==> src/rtl/memory_pkg.sv <==
// Shared types, region codes and default sizes for the memory read-back path.
package memory_pkg;

    typedef enum logic [2:0] {
        IDLE,
        RD_IMAGE,
        RD_CONV,
        RD_DENSE,
        DRAIN
    } read_state_t;

    localparam logic [1:0] REG_IMAGE = 2'd0;
    localparam logic [1:0] REG_CONV  = 2'd1;
    localparam logic [1:0] REG_DENSE = 2'd2;

    localparam int IMG_WORDS_DEFAULT   = 196;
    localparam int CONV_BYTES_DEFAULT  = 55744;
    localparam int DENSE_BYTES_DEFAULT = 37578;
    localparam int FIFO_DEPTH_DEFAULT  = 4;

    localparam int BEAT_W = 11;

    // One buffered output beat, packed as {last, region, data}.
    typedef struct packed {
        logic       last;
        logic [1:0] region;
        logic [7:0] data;
    } beat_t;

    // Describes the read issued last cycle, so the returning RAM byte can be routed.
    typedef struct packed {
        logic       valid;
        logic [1:0] region;
        logic [1:0] lane;
        logic       last;
    } rd_tag_t;

    function automatic logic [7:0] pick_lane(
        input logic [1:0] lane,
        input logic [7:0] b0,
        input logic [7:0] b1,
        input logic [7:0] b2,
        input logic [7:0] b3
    );
        logic [7:0] sel;
        case (lane)
            2'd0:    sel = b0;
            2'd1:    sel = b1;
            2'd2:    sel = b2;
            default: sel = b3;
        endcase
        return sel;
    endfunction

endpackage

==> src/rtl/rd_byte_fifo.sv <==
// Small synchronous FIFO buffering {last, region, data} beats ahead of the consumer.
module rd_byte_fifo
    import memory_pkg::*;
#(
    parameter int DEPTH = FIFO_DEPTH_DEFAULT,
    parameter int WIDTH = BEAT_W
) (
    input  logic                   clk,
    input  logic                   reset,
    input  logic                   push,
    input  logic [WIDTH-1:0]       push_data,
    input  logic                   pop,
    output logic [WIDTH-1:0]       head,
    output logic                   empty,
    output logic [$clog2(DEPTH):0] count
);

    localparam int AW = $clog2(DEPTH);
    localparam logic [AW:0] FULL = (AW+1)'(DEPTH);

    logic [WIDTH-1:0] mem_q [DEPTH];
    logic [AW-1:0]    wr_ptr_q, wr_ptr_d;
    logic [AW-1:0]    rd_ptr_q, rd_ptr_d;
    logic [AW:0]      count_q, count_d;
    logic             push_ok, pop_ok;

    assign push_ok = push && (count_q != FULL);
    assign pop_ok  = pop && (count_q != '0);

    always_comb begin
        wr_ptr_d = push_ok ? wr_ptr_q + 1'b1 : wr_ptr_q;
        rd_ptr_d = pop_ok  ? rd_ptr_q + 1'b1 : rd_ptr_q;
        case ({push_ok, pop_ok})
            2'b10:   count_d = count_q + 1'b1;
            2'b01:   count_d = count_q - 1'b1;
            default: count_d = count_q;
        endcase
    end

    always_ff @(posedge clk) begin
        if (reset) begin
            wr_ptr_q <= '0;
            rd_ptr_q <= '0;
            count_q  <= '0;
        end else begin
            wr_ptr_q <= wr_ptr_d;
            rd_ptr_q <= rd_ptr_d;
            count_q  <= count_d;
        end
    end

    // NOTE: storage is not reset; an entry is only ever read after it has been written.
    always_ff @(posedge clk) begin
        if (push_ok) begin
            mem_q[wr_ptr_q] <= push_data;
        end
    end

    assign head  = mem_q[rd_ptr_q];
    assign empty = (count_q == '0);
    assign count = count_q;

endmodule

==> src/rtl/memory_read.sv <==
// Streams image banks, conv weights and dense weights out one byte per beat after start.
// Optional build macro MEMORY_READ_CHECKSUM_EN adds a running byte checksum output.
module memory_read
    import memory_pkg::*;
#(
    parameter int IMG_WORDS   = IMG_WORDS_DEFAULT,
    parameter int CONV_BYTES  = CONV_BYTES_DEFAULT,
    parameter int DENSE_BYTES = DENSE_BYTES_DEFAULT,
    parameter int FIFO_DEPTH  = FIFO_DEPTH_DEFAULT
) (
    input  logic        clk,
    input  logic        reset,
    input  logic        start,
    output logic        busy,
    output logic        done,
    output logic [9:0]  image_ram_addr,
    input  logic [7:0]  q0,
    input  logic [7:0]  q1,
    input  logic [7:0]  q2,
    input  logic [7:0]  q3,
    output logic [15:0] conv_ram_addr,
    input  logic [7:0]  conv_q,
    output logic [15:0] dense_ram_addr,
    input  logic [7:0]  dense_q,
    output logic [7:0]  out_data,
    output logic        out_valid,
    input  logic        out_ready,
    output logic [1:0]  out_region,
`ifdef MEMORY_READ_CHECKSUM_EN
    output logic [31:0] checksum,
`endif
    output logic        out_last
);

    localparam logic [9:0]  IMG_LAST   = 10'(IMG_WORDS - 1);
    localparam logic [15:0] CONV_LAST  = 16'(CONV_BYTES - 1);
    localparam logic [15:0] DENSE_LAST = 16'(DENSE_BYTES - 1);
    localparam int          CNT_W      = $clog2(FIFO_DEPTH) + 1;

    read_state_t state_q, state_d;
    logic        busy_q, busy_d;
    logic        done_q, done_d;
    logic [9:0]  img_addr_q, img_addr_d;
    logic [1:0]  lane_q, lane_d;
    logic [15:0] conv_addr_q, conv_addr_d;
    logic [15:0] dense_addr_q, dense_addr_d;
    rd_tag_t     tag_q, tag_d;

    beat_t             push_beat, head_beat;
    logic              fifo_empty, fifo_pop, can_issue;
    logic [CNT_W-1:0]  fifo_count;

    // Leave one slot of headroom so the byte in flight always has a place to land.
    assign can_issue = (int'(fifo_count) + int'(tag_q.valid)) < (FIFO_DEPTH - 1);

    always_comb begin
        push_beat.last   = tag_q.last;
        push_beat.region = tag_q.region;
        case (tag_q.region)
            REG_IMAGE: push_beat.data = pick_lane(tag_q.lane, q0, q1, q2, q3);
            REG_CONV:  push_beat.data = conv_q;
            default:   push_beat.data = dense_q;
        endcase
    end

    rd_byte_fifo #(
        .DEPTH (FIFO_DEPTH),
        .WIDTH (BEAT_W)
    ) u_fifo (
        .clk       (clk),
        .reset     (reset),
        .push      (tag_q.valid),
        .push_data (push_beat),
        .pop       (fifo_pop),
        .head      (head_beat),
        .empty     (fifo_empty),
        .count     (fifo_count)
    );

    assign out_valid  = !fifo_empty;
    assign fifo_pop   = out_valid && out_ready;
    assign out_data   = out_valid ? head_beat.data   : 8'h00;
    assign out_region = out_valid ? head_beat.region : 2'd0;
    assign out_last   = out_valid && head_beat.last;

    always_comb begin
        // NOTE: every _d starts from its _q (or a safe constant) so no branch can infer a latch.
        state_d      = state_q;
        busy_d       = busy_q;
        done_d       = 1'b0;
        img_addr_d   = img_addr_q;
        lane_d       = lane_q;
        conv_addr_d  = conv_addr_q;
        dense_addr_d = dense_addr_q;
        tag_d        = '0;

        case (state_q)
            IDLE: begin
                if (start) begin
                    state_d = RD_IMAGE;
                    busy_d  = 1'b1;
                end
            end
            RD_IMAGE: begin
                if (can_issue) begin
                    tag_d  = '{valid: 1'b1, region: REG_IMAGE, lane: lane_q, last: 1'b0};
                    lane_d = lane_q + 2'd1;
                    if (lane_q == 2'd3) begin
                        if (img_addr_q == IMG_LAST) begin
                            img_addr_d = '0;
                            state_d    = RD_CONV;
                        end else begin
                            img_addr_d = img_addr_q + 10'd1;
                        end
                    end
                end
            end
            RD_CONV: begin
                if (can_issue) begin
                    tag_d = '{valid: 1'b1, region: REG_CONV, lane: 2'd0, last: 1'b0};
                    if (conv_addr_q == CONV_LAST) begin
                        conv_addr_d = '0;
                        state_d     = RD_DENSE;
                    end else begin
                        conv_addr_d = conv_addr_q + 16'd1;
                    end
                end
            end
            RD_DENSE: begin
                if (can_issue) begin
                    tag_d = '{valid: 1'b1, region: REG_DENSE, lane: 2'd0,
                              last: (dense_addr_q == DENSE_LAST)};
                    if (dense_addr_q == DENSE_LAST) begin
                        dense_addr_d = '0;
                        state_d      = DRAIN;
                    end else begin
                        dense_addr_d = dense_addr_q + 16'd1;
                    end
                end
            end
            DRAIN: begin
                if (fifo_empty && !tag_q.valid) begin
                    state_d = IDLE;
                    busy_d  = 1'b0;
                    done_d  = 1'b1;
                end
            end
            default: state_d = IDLE;
        endcase
    end

    // NOTE: non-blocking assignments so every flop samples pre-edge values of its peers.
    always_ff @(posedge clk) begin
        if (reset) begin
            state_q      <= IDLE;
            busy_q       <= 1'b0;
            done_q       <= 1'b0;
            img_addr_q   <= '0;
            lane_q       <= '0;
            conv_addr_q  <= '0;
            dense_addr_q <= '0;
            tag_q        <= '0;
        end else begin
            state_q      <= state_d;
            busy_q       <= busy_d;
            done_q       <= done_d;
            img_addr_q   <= img_addr_d;
            lane_q       <= lane_d;
            conv_addr_q  <= conv_addr_d;
            dense_addr_q <= dense_addr_d;
            tag_q        <= tag_d;
        end
    end

    assign busy           = busy_q;
    assign done           = done_q;
    assign image_ram_addr = img_addr_q;
    assign conv_ram_addr  = conv_addr_q;
    assign dense_ram_addr = dense_addr_q;

`ifdef MEMORY_READ_CHECKSUM_EN
    logic [31:0] checksum_q, checksum_d;

    always_comb begin
        checksum_d = checksum_q;
        if (state_q == IDLE && start) begin
            checksum_d = '0;
        end else if (fifo_pop) begin
            checksum_d = checksum_q + 32'(head_beat.data);
        end
    end

    always_ff @(posedge clk) begin
        if (reset) begin
            checksum_q <= '0;
        end else begin
            checksum_q <= checksum_d;
        end
    end

    assign checksum = checksum_q;
`endif

endmodule

==> config.mk <==
export PLATFORM = sky130hd
export DESIGN_NAME = memory_read
export DESIGN_NICKNAME = d
export VERILOG_FILES = /design/src/rtl/memory_pkg.sv /design/src/rtl/rd_byte_fifo.sv /design/src/rtl/memory_read.sv
export SDC_FILE = /design/constraint.sdc
export NUM_CORES = 1
export LEC_CHECK = 0
export ABC_AREA = 1
export BUFFER_PORTS_ARGS = -buffer_cell sky130_fd_sc_hd__buf_2
export CAP_MARGIN = 40
export CELL_PAD_IN_SITES_DETAIL_PLACEMENT = 0
export CELL_PAD_IN_SITES_GLOBAL_PLACEMENT = 1
export CORE_UTILIZATION = 38
export CTS_BUF_LIST = sky130_fd_sc_hd__clkbuf_4 sky130_fd_sc_hd__clkbuf_8
export CTS_CLUSTER_DIAMETER = 30
export DETAILED_ROUTE_END_ITERATION = 7
export GPL_TIMING_DRIVEN = 0
export MAX_ROUTING_LAYER = met4
export PLACE_DENSITY_LB_ADDON = 0.15
export SETUP_SLACK_MARGIN = 0.5
export SLEW_MARGIN = 20
export SYNTH_ARGS = -nofsm -noshare
export SYNTH_HDL_FRONTEND = slang
export SYNTH_SLANG_ARGS = --single-unit
==> constraint.sdc <==
create_clock -name clk -period 2.1 [get_ports clk]
set_clock_uncertainty 0.2 [all_clocks]
set_input_delay 0.105 -clock clk [delete_from_list [all_inputs] [get_ports clk]]
set_output_delay 0.105 -clock clk [all_outputs]
set_load 0.005 [all_outputs]
==> qor.txt, run 1 <==
Antenna viol nets, final: 0
DR DRC count: 0
First-pass GRT wire length: 24000 microns
Critical Path RT: 2.17 ns
Slew Viols, Final: 0
Logic pwr share: 0.437
Leakage Power: 3.46 nW
Hold-fix buffers at CTS: 24
Maximum vdd drop: 0.000512 V
Hpwl dp: 10400 microns
Unrepaired setup endpoints after global routing: yes
Syn_area_per_cell: 7.73 sq um
GRT Overall Usage: 0.210
Slew @ Worst Pin: 0.591 ns
Slowest cell on crit path: dfxtp_4
CTS H-Tree Depth: 3
DRT iter0 DRCs: 196
CTS root buf: clkbuf_8
Primary FF master, synth: dfxtp_1
R2R depth: 11
Area post-placement: 6490 sq um
FF/Latch Area: 2640 sq um
Worst rel slew slack: 0.606
Initial antenna violation count: 0
Vias in the first global route: 5011
Startpoint Class: flip-flop
CTS Sinks: 108
Total gr overflow: 0
P_int: 0.00473 W
Layout Cells excl Fill: 1098
Post-synthesis sequential area ratio: 0.466
Starting Density: 0.397
Max-cap violation count: 0
Number of synthesized register bits: 108
Clock tree buffer depth: 2
Nets: 978
Placed insts: 1014
Final hold vios: 20
Seq pwr share: 0.362
Post-synth EDFFs: 44
Layout fillers: 1264
GPL Wtd Cong: 0.838
Num CTS Buffers: 9
PnR Total Power: 0.00744 W
Die H: 123 microns
CTS tree: yes
Core area: 14100 sq um
Worst hold margin: -0.174 ns
Number of top-level pins: 108
Pwr dens: 913 nW/um^2
WS Path Type: flip-flop to flip-flop
Failing checks: hold timing
Area delta synth->final: 45.8%
WL final: 15300 microns
Vias: 5410
Sw frac: 0.364
Min Tclk post-route: 2.02 ns
Syn_nets: 788
Reg clk slew, reported paths: 0.11 ns
Status: finished, violations left
Synth Warn #: 0
Port buffer count: 107
Clock latency on the worst-skew pair: 0.40 ns
Peak Freq: 496 MHz
Clk pwr share: 0.201
DR vias/cell: 4.93
Synth area leader: edfxtp_1
Final cycle utilization of the critical path: 0.960
Synthesized area: 5590 sq um
Largest net degree at the start of global routing: 21
CP peak stage delay: 0.41 ns
HP Class: input port to flip-flop
Share of cells above drive strength 1: 0.373
Crit end category: flip-flop
Hold Path Cell Cnt: 4
Multi-input gate area: 3180 sq um
Final number of setup-violating endpoints: 0
Share of flip-flops with an asynchronous set or reset: 0
WL/cell: 13.9 microns
1st-pass router iterations: 4
Crit path DAT: 2.09 ns
Die area: 15200 sq um
Max FO, Critical Path: 5
Largest cells by area after synthesis: edfxtp_1 (24%), dfxtp_1 (23%), nand2_1 (8.8%)
Antenna cells: 0
Final Cell Area: 8150 sq um
Row count: 43
Share of the synthesized area in the top cell type: 0.236
Post-Syn Instances: 723
Netlist cell types: 39
Psw: 0.00271 W
CP cell instances: ha_4 > ha_4 > inv_2 > nand2_4 > nand3_4 > nor2_4 > nand3_4 > buf_6 > nor2_4 > xor2_1 > nor2_1
Die width: 123 microns
[power by group through the flow]
stage               registers [W]  clock network [W]  logic (W)
finish                    0.00270            0.00150    0.00325
global route              0.00272            0.00162    0.00356
CTS                       0.00268            0.00154    0.00263
detailed placement        0.00271                  0    0.00196
global placement          0.00270                  0    0.00190
floorplan                 0.00267                  0    0.00134
[worst paths after layout]
path | start | endpoint | slack [ns]
worst max-delay path | u_fifo.count[0] | image_ram_addr[4] | 0.08
worst min-delay path | out_ready | flip-flop | -0.17
worst max register to register | u_fifo.count[0] | image_ram_addr[4] | 0.08
worst min register to register | u_fifo.rd_ptr_q[0] | flip-flop | 0.28
[critical path, delay by kind of cell, from the launching register on]
family / cells / cell delay, ns
buffers and inverters: 2 / 0.21
adder cells (fa/ha/maj): 2 / 0.29
XOR/XNOR: 1 / 0.16
flip-flops: 1 / 0.41
AND/OR/NAND/NOR: 6 / 0.62
[through the flow]
step	setup slack, ns	setup TNS [ns]	hold WS (ns)	util
final	0.0837	0	-0.174	0.578
after global routing	-0.0338	-0.0657	-0.188	0.578
after CTS	0.0777	0	-0.178	0.539
after detailed placement	-0.0621	-0.0621	0.265	0.461
after global placement	-0.0149	-0.161	0.258	0.458
after floorplan	0.244	0	0.0565	-
[final cells by class]
type | instances | share of cell area
clock buffer | 9 | 0.0152
inverter | 91 | 0.0453
sequential | 108 | 0.323
clock inverter | 7 | 0.0140
tap | 180 | 0.0276
buffer | 16 | 0.0230
multi-input combinational | 508 | 0.390
timing repair buffer | 179 | 0.162
[synth_stat cells (3+ instances only)]
cell type,instances
a21oi_1,51
a31oi_1,3
clkbuf_1,13
dfxtp_1,64
edfxtp_1,44
ha_1,12
inv_1,89
nand2_1,131
nand2_2,3
nand3_1,51
nand4_1,8
nor2_1,121
nor2_2,5
nor2_4,3
nor3_1,31
o211ai_1,8
o21ai_0,49
xor2_1,6
[logic make-up after synthesis]
| group | Yosys count | share of synthesized area |
|---|---|---|
| buffers and inverters | 107 | 0.0748 |
| adder cells (fa/ha/maj) | 13 | 0.0304 |
| AO/OA/AOI/OAI | 116 | 0.113 |
| flip-flops | 108 | 0.466 |
| XOR/XNOR | 7 | 0.0110 |
| AND/OR/NAND/NOR | 372 | 0.305 |
[cell usage in the layout, fill, tap and decap left out, types with 28 or more instances in the layout]
cell,n
buf_2,107
nand3_1,38
buf_6,29
nand2_1,110
nor2_1,90
nor2_4,28
dfxtp_1,49
inv_1,73
edfxtp_1,44
a21oi_1,42
[routing by layer]
metal | vias up | GRT usage | part of all wire
li1 | 2774 | - | -
met1 | 2508 | 0.245 | 0.44
met2 | 110 | 0.377 | 0.51
met3 | 18 | 0.0300 | 0.035
met4 | 0 | 0.0550 | 0.013
met5 | - | - | 0
[flip-flops by register name, indices dropped and copies added, names as in the netlist, 2 cells and up, named ones only]
name / flops
lane_q: 2
image_ram_addr: 10
push_beat: 3
u_fifo.wr_ptr_q: 2
conv_ram_addr: 16
state_q: 3
u_fifo.rd_ptr_q: 2
dense_ram_addr: 16
u_fifo.count: 3
u_fifo.mem_q: 44
tag_q: 3
[timing repair]
item | CTS | global route
pin swaps | 32 | 40
endpoints found under the hold margin | 53 | 19
gates resized for setup | 123 | 131
setup endpoints to repair | 142 | 141
cloned | 2 | 2
buffers inserted | 21 | 19
(Power assumes the default switching activity.)
==> run 2: changes to the inputs <==
- GPL_TIMING_DRIVEN: 0 -> 1
==> qor.txt, run 2 (synthesis gave the netlist of run 1 again) <==
Status: finished, violations left
Failing checks: hold timing
Crit path DAT: 2.17 ns
Hold Path Cell Cnt: 4
CTS H-Tree Depth: 3
Die H: 123 microns
Nets: 990
Layout fillers: 1267
Initial antenna violation count: 0
CTS root buf: clkbuf_8
CTS Sinks: 108
Slew Viols, Final: 0
Reg clk slew, reported paths: 0.12 ns
Startpoint Class: flip-flop
Die area: 15200 sq um
Largest net degree at the start of global routing: 21
Multi-input gate area: 3340 sq um
Starting Density: 0.397
Final hold vios: 4
WL final: 16700 microns
Min Tclk post-route: 2.07 ns
Hpwl dp: 10600 microns
Slew @ Worst Pin: 0.444 ns
CTS tree: yes
Share of cells above drive strength 1: 0.417
Maximum vdd drop: 0.000395 V
Core area: 14100 sq um
Num CTS Buffers: 9
Final cycle utilization of the critical path: 0.985
Worst rel slew slack: 0.703
Total gr overflow: 0
Crit end category: flip-flop
Unrepaired setup endpoints after global routing: yes
Final number of setup-violating endpoints: 0
Peak Freq: 484 MHz
Antenna viol nets, final: 0
DR DRC count: 0
PnR worst setup slack: 0.0320 ns
Worst hold margin: -0.188 ns
Commonest non-fill, non-tap cells in the layout: nand2_1 (106), buf_2 (106), nor2_1 (95)
1st-pass router iterations: 5
Leakage Power: 3.45 nW
Row count: 43
DR vias/cell: 5.04
DRT iter0 DRCs: 254
Max-cap violation count: 0
Hold-fix buffers at CTS: 25
First-pass GRT wire length: 25300 microns
Area delta synth->final: 49.6%
Clock tree buffer depth: 2
Antenna cells: 0
Post-place setup slack: -0.0323 ns
GPL Wtd Cong: 0.812
Critical Path RT: 2.20 ns
WL/cell: 15.0 microns
HP Class: input port to flip-flop
FF/Latch Area: 2640 sq um
WS Path Type: flip-flop to flip-flop
Port buffer count: 107
Pwr dens: 934 nW/um^2
Max FO, Critical Path: 3
Die width: 123 microns
R2R depth: 11
PnR Total Power: 0.00781 W
Clock latency on the worst-skew pair: 0.40 ns
Vias in the first global route: 5331
Vias: 5590
GRT Overall Usage: 0.222
Max reg flops: 44
Number of top-level pins: 108
Reg with most FFs: u_fifo.mem_q
## run 2: cell types whose count changed in the layout (fill, tap and decap cells not counted), moves of 6 or more
cell | before | now
buf_4 | 17 | 33
a21oi_2 | 8 | 25
nand3_1 | 38 | 32
clkinvlp_4 | 0 | 6
a21oi_1 | 42 | 23
nor2_4 | 28 | 22
## run 2: critical path: stages, from the launching register on
cell and delay (ns):
dfxtp_4 0.37, buf_6 0.12, nor2_4 0.14, a21oi_4 0.08, inv_2 0.08, ha_4 0.15, inv_4 0.04, fa_2 0.38
a21oi_2 0.17, o21ai_2 0.08, o21ai_1 0.13, a21oi_1 0.05
## run 2: stage by stage
step | setup TNS [ns] | cell area [sq um] | utilization | cells
4_1_cts | 0 | 7610 | 0.540 | 1086
5_1_grt | -0.353 | 8360 | 0.593 | 1110
6_report | 0 | 8360 | 0.593 | 1110
3_5_place_dp | -0.0620 | 6540 | 0.464 | 1015
3_3_place_gp | 0 | 6540 | 0.464 | 1015
2_1_floorplan | 0 | 5700 | - | 723
## run 2: layer usage
| metal | vias to the layer above | part of all wire | global-route usage |
|---|---|---|---|
| li1 | 2807 | - | - |
| met5 | - | 0 | - |
| met3 | 23 | 0.029 | 0.0309 |
| met2 | 113 | 0.52 | 0.388 |
| met1 | 2647 | 0.43 | 0.256 |
| met4 | 0 | 0.021 | 0.0858 |
## run 2: area by class of cell
| type | instances | share of cell area |
|---|---|---|
| clock buffers | 10 | 0.0157 |
| clock inverters | 6 | 0.00943 |
| inverters | 91 | 0.0446 |
| multi-input cells | 509 | 0.400 |
| flip-flops and latches | 108 | 0.316 |
| well taps | 180 | 0.0269 |
| repair buffers | 202 | 0.185 |
| repair inverters | 4 | 0.00329 |
## run 2: power by group
part           switching, W  total, W  internal [W]
registers          0.000191   0.00268       0.00249
logic               0.00199   0.00374       0.00174
clock network      0.000799   0.00139      0.000593
## run 2: timing repair
item,CTS,global route
gates cloned,8,4
endpoints found under the hold margin,49,4
buffers inserted,22,20
setup endpoints to repair,98,145
pin swaps,41,55
gates resized for setup,112,158
## run 2: final timing paths
| check | from | end | slack, ns |
|---|---|---|---|
| max reg2reg | u_fifo.count[0] | u_fifo.count[2] | 0.03 |
| min | out_ready | u_fifo.rd_ptr_q[0] | -0.19 |
| max | u_fifo.count[0] | u_fifo.count[2] | 0.03 |
| min reg2reg | u_fifo.rd_ptr_q[1] | flip-flop | 0.28 |
==> run 3: changes to the inputs <==
- ABC_AREA: 1 -> 0
- CORE_UTILIZATION: 38 -> 40
==> qor.txt, run 3 <==
HP Class: input port to flip-flop
GPL Wtd Cong: 0.807
Antenna viol nets, final: 0
Port buffer count: 107
Worst rel slew slack: 0.485
Synth area leader: edfxtp_1
Synth Warn #: 0
Syn_area_per_cell: 10.9 sq um
Reg2reg end: conv_ram_addr[11]
PnR worst setup slack: -0.269 ns
DR vias/cell: 5.28
WL/cell: 16.4 microns
Slew Viols, Final: 0
Most common cell after layout, fill and taps aside: buf_2
Core area: 12600 sq um
Vias: 4601
Most numerous cell in the Yosys netlist: dfxtp_1
Clock latency on the worst-skew pair: 0.38 ns
Met2 wire len: 7580 microns
Netlist cell types: 51
Worst hold margin: 0.00472 ns
Post-synthesis sequential area ratio: 0.502
Peak Freq: 422 MHz
DRT iter0 DRCs: 158
CTS Sinks: 108
Crit path DAT: 2.48 ns
Critical Path RT: 2.21 ns
Layout Cells excl Fill: 871
Placed insts: 800
CTS tree: yes
Initial antenna violation count: 0
Number of top-level pins: 108
Die area: 13400 sq um
Area delta synth->final: 53.6%
Metal-1 WL: 6020 microns
Final hold vios: 0
Reg clk slew, reported paths: 0.12 ns
Die H: 116 microns
Min Tclk post-route: 2.37 ns
First-pass GRT wire length: 21500 microns
Crit path capture: conv_ram_addr[11]
Max FO, Critical Path: 8
Post-synth EDFFs: 44
Startpoint Class: flip-flop
Crit path launch: u_fifo.count[0]
Starting Density: 0.411
Unrepaired setup endpoints after global routing: yes
CTS H-Tree Depth: 3
Worst r2r src: u_fifo.count[0]
Die width: 116 microns
Synth cell count leaders: dfxtp_1 (64), edfxtp_1 (44), a21oi_1 (40)
Share of flip-flops with an asynchronous set or reset: 0
Primary FF master, synth: dfxtp_1
Slew @ Worst Pin: 0.772 ns
Top Layer Used: met4
Commonest non-fill, non-tap cells in the layout: buf_2 (105), buf_4 (61), dfxtp_1 (54)
Final cycle utilization of the critical path: 1.13
Share of cells above drive strength 1: 0.558
Nets: 759
Total gr overflow: 0
Antenna cells: 0
Length of routed met3 wiring: 520 microns
GRT Overall Usage: 0.213
Largest net degree at the start of global routing: 28
Reg with most FFs: u_fifo.mem_q
Largest cells by area after synthesis: edfxtp_1 (25%), dfxtp_1 (25%), mux4_2 (8.3%)
Final number of setup-violating endpoints: 45
Num CTS Buffers: 9
Pwr dens: 812 nW/um^2
Share of the synthesized area in the top cell type: 0.255
R2R depth: 6
WS Path Type: flip-flop to flip-flop
Max reg flops: 44
Failing checks: setup timing
Status: finished, violations left
WL final: 14300 microns
R2r setup slk: -0.27 ns
Max-cap violation count: 0
Vias in the first global route: 4492
Clock tree buffer depth: 2
Post-Syn Instances: 477
Row count: 41
Leakage Power: 3.01 nW
DR DRC count: 0
1st-pass router iterations: 4
Synthesized area: 5190 sq um
Syn_nets: 542
Hpwl dp: 9110 microns
CTS root buf: clkbuf_8
Crit end category: flip-flop
Number of synthesized register bits: 108
Maximum vdd drop: 0.000387 V
==> run 3: cell count changes after synthesis, moves of 19 or more <==
cell | before | now
nand2_1 | 131 | 30
and2_1 | 0 | 19
nor3_1 | 31 | 10
mux4_2 | 0 | 19
o21ai_0 | 49 | 24
nor2_1 | 121 | 29
inv_1 | 89 | 16
nand3_1 | 51 | 13
==> run 3: timing repair <==
item	CTS	global route
gates resized for setup	109	89
hold endpoints to repair	39	0
setup buffers	22	7
cloned	8	1
endpoints found under the setup margin	150	152
pin swaps	42	20
hold buffers	17	0
==> run 3: area by class of cell <==
cell class / count / area, sq um
Clock buffer: 9 / 124
Inverter: 16 / 62.6
Clock inverter: 7 / 97.6
Multi-Input combinational cell: 334 / 3160
Fill cell: 1038 / 4650
Timing Repair Buffer: 225 / 1700
Tap cell: 172 / 215
Sequential cell: 108 / 2620
==> run 3: kinds of logic after synthesis <==
family,synth area share
compound gates,0.103
simple gates,0.198
buf+inv,0.0350
fa+ha+maj,0.0328
flops,0.502
xor+xnor,0.0270
mux,0.102
==> run 3: report_power, final <==
part | switching (W) | internal, W | total [W] | leakage [nW]
clock network | 0.000786 | 0.000582 | 0.00137 | 0.110
logic | 0.00115 | 0.00136 | 0.00250 | 1.98
registers | 0.000150 | 0.00244 | 0.00259 | 0.923
total | 0.00208 | 0.00438 | 0.00647 | 3.01
==> run 3: per-stage QoR <==
step	utilization	power [W]	TNS [ns]	cell area (sq um)	setup WS, ns
final	0.631	0.00647	-6.50	7970	-0.269
after global routing	0.631	0.00679	-10.29	7970	-0.327
after CTS	0.598	0.00620	-6.49	7550	-0.257
after detailed placement	0.517	0.00437	-2.87	6520	-0.246
after global placement	0.517	0.00431	-1.69	6520	-0.168
after floorplan	-	0.00368	-1.11	5390	-0.137
==> run 3: worst max-delay path, stage by stage (launching register included) <==
cell     delay (ns)
dfxtp_2        0.36
ha_4           0.17
ha_4           0.21
and2_4         0.16
or4_4          0.58
or4_1          0.49
a21oi_1        0.13
==> run 3: how the worst min path moves through the flow <==
| stage | end | depth (start not counted) | slack [ns] | startpoint |
|---|---|---|---|---|
| after floorplan | done | 2 | 0.09 | reset |
| final | u_fifo.mem_q[1][5] | 3 | 0.005 | conv_q[5] |
| after global routing | u_fifo.mem_q[1][5] | 3 | 0.02 | conv_q[5] |
| after CTS | u_fifo.mem_q[1][5] | 3 | 0.007 | conv_q[5] |
| after global placement | busy | 3 | 0.25 | start |
| after detailed placement | busy | 3 | 0.26 | start |
==> run 3: routing by layer <==
| layer | vias up | global-route usage |
|---|---|---|
| met1 | 2247 | 0.245 |
| met5 | - | - |
| met3 | 14 | 0.0235 |
| met4 | 0 | 0.0692 |
| met2 | 101 | 0.386 |
| li1 | 2239 | - |
